$ cat src/rtl/rose_guard_monitor.sv
// Multi-channel monitor: a periodic arm makes any rising edge on a masked-in channel in the following cycle a violation.
// Optional ROSE_GUARD_SVA_EN adds equivalent per-channel concurrent assertions plus an arm cover; outputs are unchanged.
module rose_guard_monitor #(
  parameter int CHANNELS = 4,
  parameter int CNT_W    = 8,
  parameter int PERIOD   = 2,
  parameter int MAX_CYC  = 10,
  parameter int ERR_W    = 8
) (
  input  logic                clk,
  input  logic                rst,
  input  logic                en,
  input  logic [CHANNELS-1:0] sig,
  input  logic [CHANNELS-1:0] mask,
  output logic [CNT_W-1:0]    cyc,
  output logic                arm,
  output logic [CHANNELS-1:0] viol,
  output logic [CHANNELS-1:0] err_sticky,
  output logic [ERR_W-1:0]    err_cnt,
  output logic                done
);

  localparam int PH_W  = (PERIOD > 1) ? $clog2(PERIOD) : 1;
  localparam int POP_W = $clog2(CHANNELS + 1);
  localparam int SUM_W = ERR_W + POP_W;
  localparam logic [PH_W-1:0]  PH_LAST = PH_W'(PERIOD - 1);
  localparam logic [CNT_W-1:0] CYC_END = CNT_W'(MAX_CYC);
  localparam logic [SUM_W-1:0] ERR_MAX = {{POP_W{1'b0}}, {ERR_W{1'b1}}};

  typedef enum logic [1:0] {IDLE, RUN, DONE} state_t;

  state_t              state, state_nxt;
  logic [PH_W-1:0]     phase, phase_nxt;
  logic [CNT_W-1:0]    cyc_nxt;
  logic                done_nxt;
  logic                arm_q;
  logic                smp_v;
  logic [CHANNELS-1:0] sig_q;
  logic [CHANNELS-1:0] rise;
  logic [POP_W-1:0]    pop;
  logic [SUM_W-1:0]    err_sum;
  logic [ERR_W-1:0]    err_nxt;

  always_comb begin
    state_nxt = state;
    cyc_nxt   = cyc;
    phase_nxt = phase;
    done_nxt  = done;
    case (state)
      IDLE: begin
        if (en) state_nxt = RUN;
      end
      RUN: begin
        if (!en) begin
          state_nxt = IDLE;
        end else begin
          cyc_nxt   = cyc + CNT_W'(1);
          phase_nxt = (phase == PH_LAST) ? '0 : phase + PH_W'(1);
          if (cyc_nxt == CYC_END) begin
            done_nxt  = 1'b1;
            state_nxt = DONE;
          end
        end
      end
      DONE:    state_nxt = DONE;
      default: state_nxt = IDLE;
    endcase
  end

  assign arm  = en && (state == RUN) && (phase == PH_LAST);
  // smp_v suppresses a false edge against the reset value of sig_q.
  assign rise = sig & ~sig_q & {CHANNELS{smp_v}};

  always_comb begin
    pop = '0;
    for (int i = 0; i < CHANNELS; i++) begin
      pop = pop + POP_W'(viol[i]);
    end
    err_sum = SUM_W'(err_cnt) + SUM_W'(pop);
    err_nxt = (err_sum > ERR_MAX) ? {ERR_W{1'b1}} : err_sum[ERR_W-1:0];
  end

  always_ff @(posedge clk or posedge rst) begin
    if (rst) begin
      state      <= IDLE;
      cyc        <= '0;
      phase      <= '0;
      done       <= 1'b0;
      arm_q      <= 1'b0;
      sig_q      <= '0;
      smp_v      <= 1'b0;
      viol       <= '0;
      err_sticky <= '0;
      err_cnt    <= '0;
    end else begin
      state      <= state_nxt;
      cyc        <= cyc_nxt;
      phase      <= phase_nxt;
      done       <= done_nxt;
      arm_q      <= arm;
      sig_q      <= sig;
      smp_v      <= 1'b1;
      // A pending arm is evaluated regardless of en or DONE.
      viol       <= {CHANNELS{arm_q}} & rise & mask;
      err_sticky <= err_sticky | viol;
      err_cnt    <= err_nxt;
    end
  end

`ifdef ROSE_GUARD_SVA_EN
  for (genvar gi = 0; gi < CHANNELS; gi++) begin : g_sva
    a_no_rose_after_arm: assert property (
      @(posedge clk) disable iff (rst) arm |=> not ($rose(sig[gi]) && mask[gi]))
      else $error("rose_guard_monitor: channel %0d rose after arm at cyc %0d", gi, cyc);
  end

  c_arm: cover property (@(posedge clk) disable iff (rst) arm);
`else
  // Detection relies solely on the registered path above.
`endif

endmodule
$ cat config.mk
export PLATFORM = sky130hd
export DESIGN_NAME = rose_guard_monitor
export DESIGN_NICKNAME = d
export VERILOG_FILES = /design/src/rtl/rose_guard_monitor.sv
export SDC_FILE = /design/constraint.sdc
export NUM_CORES = 1
export LEC_CHECK = 0
export CAP_MARGIN = 25
export CORE_MARGIN = 1
export CORE_UTILIZATION = 48
export DETAILED_ROUTE_END_ITERATION = 8
export PLACE_DENSITY_LB_ADDON = 0.12
export SETUP_SLACK_MARGIN = 0.3
export SLEW_MARGIN = 20
export SYNTH_ARGS = -nofsm -noshare
export SYNTH_HDL_FRONTEND = slang
export SYNTH_SLANG_ARGS = --single-unit
$ cat constraint.sdc
create_clock -name clk -period 2.85 [get_ports clk]
set_clock_uncertainty 0.05 [all_clocks]
set_input_delay 0.285 -clock clk [delete_from_list [all_inputs] [get_ports clk]]
set_output_delay 0.285 -clock clk [all_outputs]
set_load 0.05 [all_outputs]
==> results.cfg <==
[run_status]
outcome = finished, violations left
violations = DRC

[cells_and_area]
synthToLayoutAreaGrowth_pct = 35.0
num-nets-final = 185
drive_gt1_frac = 0.101
n_antenna_cell = 0

[critical_path]
path_max_fanout = 9
crit_path_end_kind = primary output
crit_start = state[1]
cp-start-kind = flop
arrival_ns = 2.05
crit_type = flop to primary output
required_ns = 2.52
r2r_start = viol[0]

[sta]
rsz0062_at_grt = false
fmax_mhz = 419
relSlewSlack = 0.660
final_max_slew_viol_count = 0
setup_tns_ns = 0
tightestPinTransition_ns = 0.508
finalCriticalPeriod_ns = 2.38
setup_viol = 0
hold_viol_final = 0
fin_crit_sh = 0.836
final.setup.worst_slack_ns = 0.466

[clocking]
clkSinkCount = 34
cts.htree.levels = 2
path_clk_slew_ns = 0.12
cts_setup_buffers = 0
cts_resized = 0
insertion_delay_ns = 0.34
cts_made_buffers = 5
cts_hold_buf = 0
cts_root_buffer = clkbuf_4
cts_tree = yes
cts_buffer_depth = 2

[power_and_ir_drop]
power_density_nw_per_um2 = 525
swShare = 0.221
p_total_w = 0.00103
clockPowerShare = 0.434
pwr-share-seq = 0.486
p_int_w = 0.000800
power_leakage_nw = 0.931
combPwrFrac = 0.080
peakVddDrop_mv = 0.371
switchingPower_w = 0.000228

[placed_design]
pre_cts_ws_ns = 0.517
portBuffers = 36
place_hpwl_um = 2030
gp_congestion = 0.716

[floorplan]
die_width_um = 57.0
start_util = 0.517
num_rows = 19
io-pin-count = 37
die_y_um = 57.0
core_area_um2 = 2810
die-area_um2 = 3250

[synth]
ys_seq_area_frac = 0.587
yosysUniqueCellTypes = 28
syn_nets = 142
ys_warn_count = 0
syn-instance-count = 125
synth_area_um2 = 1450
syn_avg_cell_area_um2 = 11.6
synth_seq_cells = 34

[grt]
grt_pass1_wl_um = 4730
grtUsageMet1 = 0.221
grt_busiest_layer = met2
grt_max_degree = 35
grt_pass1_vias = 1098
grt_overflow = 0
grtUsageMet2 = 0.336
gr-usage-met3 = 0.0703
grt_usage = 0.196
antenna_found_initial = 0

[worst_hold_path]
min_path_type = input port to asynchronous set/reset pin

[flow_run]
drv_cap = 0

[drt]
ant_nets = 0
routed_wirelength_um = 2840
dr.pass1.iters = 7
drt-vias-per-instance = 5.21
routedWlPerCell_um = 14.2
drc = 2
via_count = 1041
first_iter_violations = 25
-- cells in the final DEF (no fill, tap or decap) --
| cell type | instances |
|---|---|
| a21oi_1 | 1 |
| and2_1 | 1 |
| and3_1 | 2 |
| buf_4 | 1 |
| bufinv_16 | 2 |
| clkbuf_4 | 5 |
| clkdlybuf4s50_1 | 36 |
| clkinv_4 | 1 |
| conb_1 | 1 |
| dfrtp_1 | 34 |
| fa_1 | 3 |
| ha_1 | 3 |
| inv_1 | 11 |
| mux2_2 | 1 |
| nand2_1 | 16 |
| nand2b_1 | 2 |
| nand3_1 | 4 |
| nand3b_4 | 1 |
| nand4_1 | 3 |
| nor2_1 | 3 |
| nor2b_1 | 1 |
| nor3_1 | 9 |
| nor3b_2 | 1 |
| nor4_1 | 2 |
| o21a_1 | 2 |
| o21ai_0 | 3 |
| o311ai_2 | 1 |
| o31ai_1 | 2 |
| or2_1 | 1 |
| or2_2 | 4 |
| xnor2_1 | 6 |
| xor2_1 | 6 |
-- metal layers --
layer / vias to the layer above / wire length (um)
li1: 493 / -
met1: 518 / 1130
met2: 26 / 1530
met3: 4 / 138
met4: 0 / 36
met5: - / 0
-- final timing paths --
kind | endpoint | slack, ns | depth (start not counted)
max | arm | 0.47 | 4
min | err_sticky[3] | 0.28 | 3
max reg2reg | err_cnt[7] | 0.53 | 7
min reg2reg | viol[3] | 0.35 | 1
max in group asynchronous | state[1] | 2.16 | 3
min in group clk | viol[3] | 0.35 | 1
-- power groups by stage --
stage / registers [W] / clock network, W / logic, W
global placement: 0.000509 / 0 / 0.0000804
CTS: 0.000500 / 0.000459 / 0.0000833
finish: 0.000500 / 0.000446 / 0.0000822
detailed placement: 0.000509 / 0 / 0.0000830
floorplan: 0.000536 / 0 / 0.0000180
global route: 0.000501 / 0.000477 / 0.0000877
-- flip-flops by register name, indices dropped and copies added (netlist names) --
signal,count
phase,1
err_cnt,8
arm_q,1
cyc,8
state,2
done,1
viol,4
err_sticky,4
smp_v,1
sig_q,4
-- layout make-up --
cell class	instances	area [um2]
clock buffers	5	37.5
inverters	11	41.3
flip-flops and latches	34	851
fillers	236	847
repair buffers	37	368
well taps	31	38.8
clock inverters	3	68.8
multi-input cells	79	553
-- cells in the mapped netlist (all sizes together) --
library cell  instances  area [um2]
dfrtp                34         851
nand2                16        60.1
inv                  11        41.3
nor3                  9        45.0
xnor2                 6        52.6
xor2                  6        52.6
or2                   5        31.3
nand3                 4        20.0
fa                    3        60.1
ha                    3        37.5
nand4                 3        18.8
nor2                  3        11.3
o21ai                 3        15.0
and3                  2        12.5
nand2b                2        12.5
nor4                  2        12.5
o21a                  2        15.0
o31ai                 2        15.0
a21oi                 1        5.00
and2                  1        6.26
buf                   1        5.00
conb                  1        3.75
mux2                  1        11.3
nand3b                1        20.0
nor2b                 1        6.26
nor3b                 1        12.5
o311ai                1        16.3
-- kinds of logic (layout without fill, tap and decap cells) --
group,count (synthesis),in the layout,synth area share
buf+inv,12,56,0.0319
fa+ha+maj,6,6,0.0673
flops,34,34,0.587
compound gates,9,9,0.0457
xor+xnor,12,12,0.0725
mux,1,1,0.00776
simple gates,50,50,0.186
other cells,1,1,0.00259
-- metrics by stage --
| step | utilization | hold WS, ns | cells | instance area (um2) |
|---|---|---|---|---|
| 2_1_floorplan | - | 0.266 | 125 | 1450 |
| 3_3_place_gp | 0.660 | 0.344 | 192 | 1850 |
| 3_5_place_dp | 0.660 | 0.342 | 192 | 1850 |
| 4_1_cts | 0.698 | 0.272 | 200 | 1960 |
| 5_1_grt | 0.698 | 0.297 | 200 | 1960 |
| 6_report | 0.698 | 0.276 | 200 | 1960 |
-- critical path, cell delays in order, from the launching register on --
cell             delay [ns]
dfrtp_1                0.44
nand3b_4               0.24
inv_1                  0.10
and2_1                 0.14
clkdlybuf4s50_1        0.80
No activity file was read; power rests on OpenSTA's default activity.
